$ cat src/rtl/frame_sched_pkg.sv
// Shared types and default geometry for the frame write scheduler.
// The defaults describe a 512x384 RGB888 frame held in a single BRAM.
package frame_sched_pkg;

  localparam int DEF_FRAME_WORDS = 196608;
  localparam int DEF_ADDR_W      = 18;
  localparam int DEF_DATA_W      = 24;

  typedef enum logic [1:0] {
    ST_IDLE = 2'd0,
    ST_FILL = 2'd1,
    ST_DONE = 2'd2
  } fill_state_t;

  typedef enum logic [1:0] {
    GNT_NONE = 2'd0,
    GNT_PIX  = 2'd1,
    GNT_FILL = 2'd2
  } grant_src_t;

endpackage

$ cat src/rtl/wr_fifo2.sv
// Two-entry FIFO that buffers pixel write requests ahead of the BRAM port arbiter.
// A push while full is accepted only when a pop frees a slot in the same cycle.
module wr_fifo2 #(
  parameter int WIDTH = 42
) (
  input  logic             i_clk,
  input  logic             i_rst,
  input  logic             i_push,
  input  logic             i_pop,
  input  logic [WIDTH-1:0] i_din,
  output logic [WIDTH-1:0] o_dout,
  output logic             o_full,
  output logic             o_empty
);

  logic [WIDTH-1:0] r_mem [2];
  logic             r_rdPtr;
  logic             r_wrPtr;
  logic [1:0]       r_count;
  logic             w_doPush;
  logic             w_doPop;

  assign o_full   = (r_count == 2'd2);
  assign o_empty  = (r_count == 2'd0);
  assign w_doPop  = i_pop && !o_empty;
  assign w_doPush = i_push && (!o_full || w_doPop);
  assign o_dout   = r_mem[r_rdPtr];

  always_ff @(posedge i_clk) begin
    if (i_rst) begin
      r_rdPtr <= 1'b0;
      r_wrPtr <= 1'b0;
      r_count <= 2'd0;
    end else begin
      if (w_doPush) r_wrPtr <= ~r_wrPtr;
      if (w_doPop)  r_rdPtr <= ~r_rdPtr;
      case ({w_doPush, w_doPop})
        2'b10:   r_count <= r_count + 2'd1;
        2'b01:   r_count <= r_count - 2'd1;
        default: r_count <= r_count;
      endcase
    end
  end

  // Storage needs no reset: the occupancy count alone decides what is valid.
  always_ff @(posedge i_clk) begin
    if (w_doPush) r_mem[r_wrPtr] <= i_din;
  end

endmodule

$ cat src/rtl/frame_write_scheduler.sv
// Shares BRAM port A between buffered pixel writes and a full-frame colour fill.
// Contended cycles alternate round-robin; all port outputs are registered.
module frame_write_scheduler
  import frame_sched_pkg::*;
#(
  parameter int FRAME_WORDS = DEF_FRAME_WORDS,
  parameter int ADDR_W      = DEF_ADDR_W,
  parameter int DATA_W      = DEF_DATA_W
) (
  input  logic              clk,
  input  logic              rst,
  input  logic              wr_valid,
  input  logic [ADDR_W-1:0] wr_addr,
  input  logic [DATA_W-1:0] wr_data,
  input  logic              fill_start,
  input  logic              fill_abort,
  input  logic [DATA_W-1:0] fill_color,
  output logic              ena,
  output logic              wea,
  output logic [ADDR_W-1:0] addra,
  output logic [DATA_W-1:0] dina,
  output logic              fill_busy,
  output logic              fill_done,
  output logic              overflow
);

  localparam logic [ADDR_W-1:0] LAST_ADDR = ADDR_W'(FRAME_WORDS - 1);

  fill_state_t              r_state;
  fill_state_t              w_stateNext;
  grant_src_t               w_grant;
  grant_src_t               r_lastGrant;
  logic [ADDR_W-1:0]        r_fillAddr;
  logic [DATA_W-1:0]        r_fillColor;
  logic                     r_ena;
  logic [ADDR_W-1:0]        r_addra;
  logic [DATA_W-1:0]        r_dina;
  logic                     r_overflow;

  logic                     w_fifoFull;
  logic                     w_fifoEmpty;
  logic                     w_push;
  logic                     w_pop;
  logic [ADDR_W+DATA_W-1:0] w_fifoDout;
  logic [ADDR_W-1:0]        w_pixAddr;
  logic [DATA_W-1:0]        w_pixData;
  logic                     w_pixReq;
  logic                     w_fillReq;
  logic                     w_contended;

  assign w_pixAddr   = w_fifoDout[ADDR_W+DATA_W-1 -: ADDR_W];
  assign w_pixData   = w_fifoDout[DATA_W-1:0];
  assign w_pixReq    = !w_fifoEmpty;
  // An abort suppresses the fill request in its own cycle so no extra word slips out.
  assign w_fillReq   = (r_state == ST_FILL) && !fill_abort;
  assign w_contended = w_pixReq && w_fillReq;
  assign w_pop       = (w_grant == GNT_PIX);
  assign w_push      = wr_valid && (!w_fifoFull || w_pop);

  wr_fifo2 #(
    .WIDTH (ADDR_W + DATA_W)
  ) u_fifo (
    .i_clk   (clk),
    .i_rst   (rst),
    .i_push  (w_push),
    .i_pop   (w_pop),
    .i_din   ({wr_addr, wr_data}),
    .o_dout  (w_fifoDout),
    .o_full  (w_fifoFull),
    .o_empty (w_fifoEmpty)
  );

  always_comb begin
    w_grant = GNT_NONE;
    if (w_contended) begin
      w_grant = (r_lastGrant == GNT_PIX) ? GNT_FILL : GNT_PIX;
    end else if (w_pixReq) begin
      w_grant = GNT_PIX;
    end else if (w_fillReq) begin
      w_grant = GNT_FILL;
    end
  end

  // The round-robin pointer only moves when both sides actually competed.
  always_ff @(posedge clk) begin
    if (rst) begin
      r_lastGrant <= GNT_FILL;
    end else if (w_contended) begin
      r_lastGrant <= w_grant;
    end
  end

  always_ff @(posedge clk) begin
    if (rst) begin
      r_state <= ST_IDLE;
    end else begin
      r_state <= w_stateNext;
    end
  end

  always_comb begin
    w_stateNext = r_state;
    unique case (r_state)
      ST_IDLE: if (fill_start) w_stateNext = ST_FILL;
      ST_FILL: begin
        if (fill_abort) begin
          w_stateNext = ST_IDLE;
        end else if (w_grant == GNT_FILL && r_fillAddr == LAST_ADDR) begin
          w_stateNext = ST_DONE;
        end
      end
      ST_DONE: w_stateNext = ST_IDLE;
      default: w_stateNext = ST_IDLE;
    endcase
  end

  always_comb begin
    fill_busy = (r_state == ST_FILL);
    fill_done = (r_state == ST_DONE);
  end

  // The counter parks on the last word rather than wrapping; a new start rewinds it.
  always_ff @(posedge clk) begin
    if (rst) begin
      r_fillAddr  <= '0;
      r_fillColor <= '0;
    end else if (r_state == ST_IDLE && fill_start) begin
      r_fillAddr  <= '0;
      r_fillColor <= fill_color;
    end else if (w_grant == GNT_FILL && r_fillAddr != LAST_ADDR) begin
      r_fillAddr  <= r_fillAddr + 1'b1;
    end
  end

  always_ff @(posedge clk) begin
    if (rst) begin
      r_ena   <= 1'b0;
      r_addra <= '0;
      r_dina  <= '0;
    end else begin
      unique case (w_grant)
        GNT_PIX: begin
          r_ena   <= 1'b1;
          r_addra <= w_pixAddr;
          r_dina  <= w_pixData;
        end
        GNT_FILL: begin
          r_ena   <= 1'b1;
          r_addra <= r_fillAddr;
          r_dina  <= r_fillColor;
        end
        default: r_ena <= 1'b0;
      endcase
    end
  end

  always_ff @(posedge clk) begin
    if (rst) begin
      r_overflow <= 1'b0;
    end else if (wr_valid && !w_push) begin
      r_overflow <= 1'b1;
    end
  end

  assign ena      = r_ena;
  assign wea      = r_ena;
  assign addra    = r_addra;
  assign dina     = r_dina;
  assign overflow = r_overflow;

endmodule

$ cat config.mk
export PLATFORM = sky130hd
export DESIGN_NAME = frame_write_scheduler
export DESIGN_NICKNAME = d
export VERILOG_FILES = /design/src/rtl/frame_sched_pkg.sv /design/src/rtl/wr_fifo2.sv /design/src/rtl/frame_write_scheduler.sv
export SDC_FILE = /design/constraint.sdc
export NUM_CORES = 1
export LEC_CHECK = 0
export CAP_MARGIN = 20
export CORE_ASPECT_RATIO = 1.1
export CORE_MARGIN = 3
export CORE_UTILIZATION = 40
export DETAILED_ROUTE_END_ITERATION = 10
export GPL_ROUTABILITY_DRIVEN = 0
export MAX_ROUTING_LAYER = met4
export PLACE_DENSITY_LB_ADDON = 0.05
export SLEW_MARGIN = 20
export SYNTH_ARGS = -nofsm -noshare
export SYNTH_HDL_FRONTEND = slang
export SYNTH_SLANG_ARGS = --single-unit
$ cat constraint.sdc
create_clock -name clk -period 11.7 [get_ports clk]
set_clock_uncertainty 0.1 [all_clocks]
set_input_delay 3.51 -clock clk [delete_from_list [all_inputs] [get_ports clk]]
set_output_delay 3.51 -clock clk [all_outputs]
set_load 0.1 [all_outputs]
### After elaboration in Yosys (flattened, before gate mapping)

Memory sizes are Yosys's and may differ from the RTL's. A register that Yosys moved wholly into a read port is not among the register bits.
Index checks and enable logic that the tools add are counted.

* bits in registers: 94
* output and inout port bits: 47
* memories kept: 1
* bits in writable memories: 84

* bitwise logic cells: 2
* reduce and logical (&&, ||, !) cells: 22
* eq/ne operators: 12
* muxes and demuxes: 16
* $add $sub $neg: 3

Memories
* u_fifo.r_mem: depth 2, bits a word 42, rd ports 1, clocked after memory_dff 1, wr ports 1, RTL line wr_fifo2.sv:16 `logic [WIDTH-1:0] r_mem [2];`

Operator list (count)
* case mux 24 bit (2 select lines): 1
* case mux 18 bit (2 select lines): 1
* adder 18 x 1 -> 18 bit, second input constant: 1
* == test 18 bit, second input constant: 1
* != test 18 bit, second input constant: 1
* two-way mux 2 bit: 7
* logical AND 1 bit: 9
* == test 2 x 1 -> 1 bit, second input constant: 4
* == test 2 bit, second input constant: 4
* case mux 2 bit (2 select lines): 2
* two-way mux 1 bit: 5
* zero test 1 bit: 4
* zero test 2 bit: 2
* nonzero test 2 bit: 2
* OR reduction 2 bit: 2
* != test 3 x 2 -> 1 bit, second input constant: 1
* adder 2 x 1 -> 2 bit, second input constant: 1
* logical OR 1 bit: 2
* != test 2 bit, second input constant: 1
* NOT 1 bit: 2
* AND reduction 2 bit: 1
* subtractor 2 x 1 -> 2 bit, second input constant: 1

### Logic depth before layout (Yosys ltp)

* depth after elaboration: 11
* gate-level depth with buffers: 7
* mapped depth without buffers: 7

### Cells and area by module

Synthesis repeated with hierarchy kept, for this count alone.

* cell total of the unflattened synthesis: 554
* area total of the unflattened synthesis: 7083.0 sq um

Modules (own cells, without submodules)
* frame_write_scheduler: cells an instance 396, times used 1, sequential area each 1801.7 sq um, area an instance 3809.9 sq um
* wr_fifo2: cells an instance 158, times used 1, sequential area each 2622.5 sq um, area an instance 3273.1 sq um

### Worst setup path after synthesis

No wires, ideal clock.

* path kind: in2reg
* from: in fill_abort
* to: mem u_fifo.r_mem[0][0] (enable)
* data arrival time: 5.569 ns
* setup slack: 5.590 ns
* path buffers: 0
* stages on the path: 4
* cells stage by stage: nor3b_4 -> nand4b_1 -> nand2_1 -> nor2_1

* word-level cells in the longest chain between the ends: 11

Ends and longest elaborated chain
* start: declaration: RTL line frame_write_scheduler.sv:16 `input logic fill_abort,`
* zero test 1 bit *: RTL line frame_write_scheduler.sv:55 `assign w_fillReq = (r_state == ST_FILL) && !fill_abort;`
* logical AND 1 bit *: RTL line frame_write_scheduler.sv:55
* two-way mux 2 bit: RTL line frame_write_scheduler.sv:79 `end else if (w_fillReq) begin`
* two-way mux 2 bit: RTL line frame_write_scheduler.sv:77 `end else if (w_pixReq) begin`
* two-way mux 2 bit *: RTL line frame_write_scheduler.sv:75 `if (w_contended) begin`
* == test 2 x 1 -> 1 bit *: RTL line frame_write_scheduler.sv:57 `assign w_pop = (w_grant == GNT_PIX);`
* logical OR 1 bit / logical AND 1 bit (equally long branches): RTL line frame_write_scheduler.sv:58, wr_fifo2.sv:25
* logical AND 1 bit / logical OR 1 bit (equally long branches): RTL line frame_write_scheduler.sv:58, wr_fifo2.sv:26
* logical AND 1 bit *: RTL line wr_fifo2.sv:26 `assign w_doPush = i_push && (!o_full || w_doPop);`
* two-way mux 1 bit *: RTL line wr_fifo2.sv:47 `if (w_doPush) r_mem[r_wrPtr] <= i_din;`
* two-way mux 1 bit (implied by the code) *: RTL line wr_fifo2.sv:47
* end: declaration: RTL line wr_fifo2.sv:16

Every way passes the cells marked *; elsewhere a longest branch is shown, timed or not.

### Worst setup path after layout

* from: reg r_state[1]
* to: out fill_done

* word-level cells in the longest chain between the ends: 1

Ends and longest elaborated chain
* start: declaration: RTL line frame_write_scheduler.sv:29 `fill_state_t r_state;`
* start signal: assignment: RTL line frame_write_scheduler.sv:97 `r_state <= w_stateNext;`
* == test 2 bit: RTL line frame_write_scheduler.sv:119 `fill_done = (r_state == ST_DONE);`
* end: declaration: RTL line frame_write_scheduler.sv:23 `output logic fill_done,`

No other way between the ends.

==> flow_summary.yaml <==
setup_path:
  cp.arrival_ps: 2290
  timing.rr.start: "r_state[1]$_SDFFE_PP0P_"
  required_ps: 8090
  r2r-end: "r_fillAddr[16]$_SDFFE_PP0P_"
  cp_slowest_cell: "clkdlybuf4s50_1"
  r2r_slack_ps: 9150
  critPathKind: "reg2out"
  endpoint_kind: "output port"
  cp_slowest_stage_delay_ps: 1190
  worstSetupStartpointType: "flip-flop"
  path_cells: "nor2b_1 > clkdlybuf4s50_1"
  crit_path_max_fanout: 4
  reg2reg_depth: 5
timing:
  max_freq_ghz: 0.170
  tns_ps: 0
  period_share: 0.504
  period_needed_ps: 5900
  slew_viol_final: 0
  finalHoldViolations: 0
  rsz0062_at_grt: "no"
  fin_ws_ps: 5800
  slew_headroom: 0.301
  setup_viol: 0
  tightest_slew_ps: 1050
  whs_ps: 356
route:
  wl_per_cell_um: 18.4
  vias_per_cell: 5.47
  wl_mm: 16.3
  dr_total_vias: 4859
  post-route-drc-count: 0
  first_pass_iters: 6
  ant_nets: 0
  first_iter_violations: 437
power_and_ir_drop:
  total_power_mw: 2.22
  switchingPower_mw: 0.889
  pwr-share-seq: 0.355
  leakage_nw: 3.02
  pwr_density_cell_nw_per_um2: 253
  peakVddDrop_mv: 0.144
  comb_power_share: 0.380
  p_sw_frac: 0.400
  intPower_mw: 1.33
  clkPwrFrac: 0.265
clock_network:
  postCtsSetupBuffers: 0
  clk_pin_slew_ps: 60
  cts_resized: 0
  clkLatencyLatePin_ps: 420
  root_buffer: "clkbuf_16"
  cts_max_path_buffers: 2
  htree_levels: 4
  cts_inserted_buffers: 17
  tritoncts: "yes"
  clkSinkCount: 179
  ctsHoldBuffers: 0
layout:
  layout_commonest_cell: "clkdlybuf4s50_1"
  drive_above_1_share: 0.123
  diodes: 0
  nets: 745
  syn_to_final_growth_pct: 28.8
  final_cell_mix: "116 x clkdlybuf4s50_1, 94 x dfxtp_1, 88 x nand2_1, 84 x edfxtp_1, 48 x a21oi_1"
floorplanning:
  placementRows: 49
  dieArea_um2: 18600
  dieWidth_um: 130
  initial_utilization: 0.413
  core_um2: 16500
  io_pins: 118
  die_y_um: 143
synth:
  ys_ff_latch: 179
  synthAdderAreaFrac: 0.00368
  synth_seq_area_share: 0.650
  synth_xor_area_frac: 0.0129
  synth.distinct_cells: 47
  yosys.area_share.simple: 0.124
  syn-num-nets: 642
  yosys_warnings: 0
  synth_top_family_by_area: "simple AND/OR/NAND/NOR gates"
  synth_flop_cell: "dfxtp_1"
  synth_edf_count: 84
  synth-compound-area-share: 0.114
  yosys-mux-area-fraction: 0.0702
  async_flop_share: 0
  avgSynthCellArea_um2: 12.0
  syn_area_um2: 6810
  synth_cells: 569
place:
  dp.final_hpwl_mm: 11.0
  pre_cts_slack_ps: 5660
  io_buffers: 117
outcome:
  status: "finished, final reports clean"
global_routing:
  antenna_found_initial: 0
  grt_pass1_vias: 5025
  grt_use_total: 0.187
  grt_overflow: 0
  grt_pass1_wl_mm: 26.1
  grt_max_degree: 81
job:
  cap_violations: 0
hold_path:
  min_delay_worst_endpoint: "dina[4]$_SDFFE_PP0P_"
  hold-path-cell-count: 2
  min_from: "dina[4]$_SDFFE_PP0P_"
  holdCritPathClass: "reg2reg"
-- worst max path at each step --
| stage | startpoint | end | cells past startpoint |
|---|---|---|---|
| 2_1_floorplan | fill_abort | u_fifo.r_mem[0][0]$_DFFE_PP_ | 4 |
| 3_3_place_gp | fill_abort | u_fifo.r_count[1]$_SDFFE_PP0P_ | 6 |
| 3_5_place_dp | fill_abort | u_fifo.r_count[1]$_SDFFE_PP0P_ | 6 |
| 4_1_cts | r_state[1]$_SDFFE_PP0P_ | fill_done | 2 |
| 5_1_grt | r_state[1]$_SDFFE_PP0P_ | fill_done | 2 |
| 6_report | r_state[1]$_SDFFE_PP0P_ | fill_done | 2 |
-- flip-flops by register name, indices dropped and copies added (netlist names), named ones only --
name            flops
addra              18
dina               24
ena                 1
overflow            1
r_fillAddr         18
r_fillColor        24
r_lastGrant         2
r_state             2
u_fifo.r_count      2
u_fifo.r_mem       84
u_fifo.r_rdPtr      1
u_fifo.r_wrPtr      1
-- critical path, delay by kind of cell, from the launching register on --
kind | cells | cell delay, ps
buffers and inverters | 1 | 1190
flip-flops | 1 | 420
AND/OR/NAND/NOR | 1 | 250
-- power groups by stage --
stage	Combinational (mW)	Sequential, mW	Clock, mW
3_3_place_gp	0.836	0.801	0
2_1_floorplan	0.272	1.16	0
4_1_cts	0.848	0.789	0.603
3_5_place_dp	0.847	0.801	0
6_report	0.844	0.788	0.589
5_1_grt	0.889	0.797	0.630
-- kinds of logic after synthesis --
logic type,Yosys count
AOI/OAI and AO/OA,110
buffers and inverters,41
DFF,179
and+or+nand+nor,183
xor gates and xnor gates,10
adders and majority gates,2
muxes,44
-- stage by stage --
| step | area (µm²) | util | std cells |
|---|---|---|---|
| after CTS | 8750 | 0.531 | 889 |
| after global routing | 8770 | 0.532 | 889 |
| after global placement | 8140 | 0.493 | 857 |
| final | 8770 | 0.532 | 889 |
| after floorplan | 6810 | - | 569 |
| after detailed placement | 8140 | 0.493 | 857 |
-- synthesized netlist by cell type (3+ instances only) --
library cell / n / area share
a21oi_1: 49 / 0.036
a222oi_1: 30 / 0.044
and2_1: 3 / 0.0028
and3_1: 3 / 0.0028
buf_1: 4 / 0.0022
clkbuf_1: 31 / 0.017
dfxtp_1: 95 / 0.28
edfxtp_1: 84 / 0.37
mux2_2: 30 / 0.050
mux2i_1: 14 / 0.021
nand2_1: 88 / 0.049
nand4_1: 7 / 0.0064
nand4b_1: 3 / 0.0039
nor2_1: 48 / 0.026
nor2b_1: 4 / 0.0037
nor3_1: 3 / 0.0022
nor4_1: 3 / 0.0028
o211ai_1: 12 / 0.013
o21ai_0: 9 / 0.0066
or3_1: 3 / 0.0028
or3_2: 4 / 0.0044
xnor2_1: 8 / 0.010
-- layer usage --
metal,routed length [µm],vias up,track usage
li1,-,2308,-
met4,272,0,0.0590
met1,7260,2387,0.245
met5,0,-,-
met2,7940,146,0.293
met3,851,18,0.0400
-- final cells by class --
cell class              instances  area [µm²]
inverters                       2        7.51
fillers                      1436        7720
well taps                     204         255
flip-flops and latches        179        4430
clock inverters                13         183
repair buffers                123        1210
clock buffers                  19         433
multi-input cells             349        2250
Power figures use the tool's default switching activity.
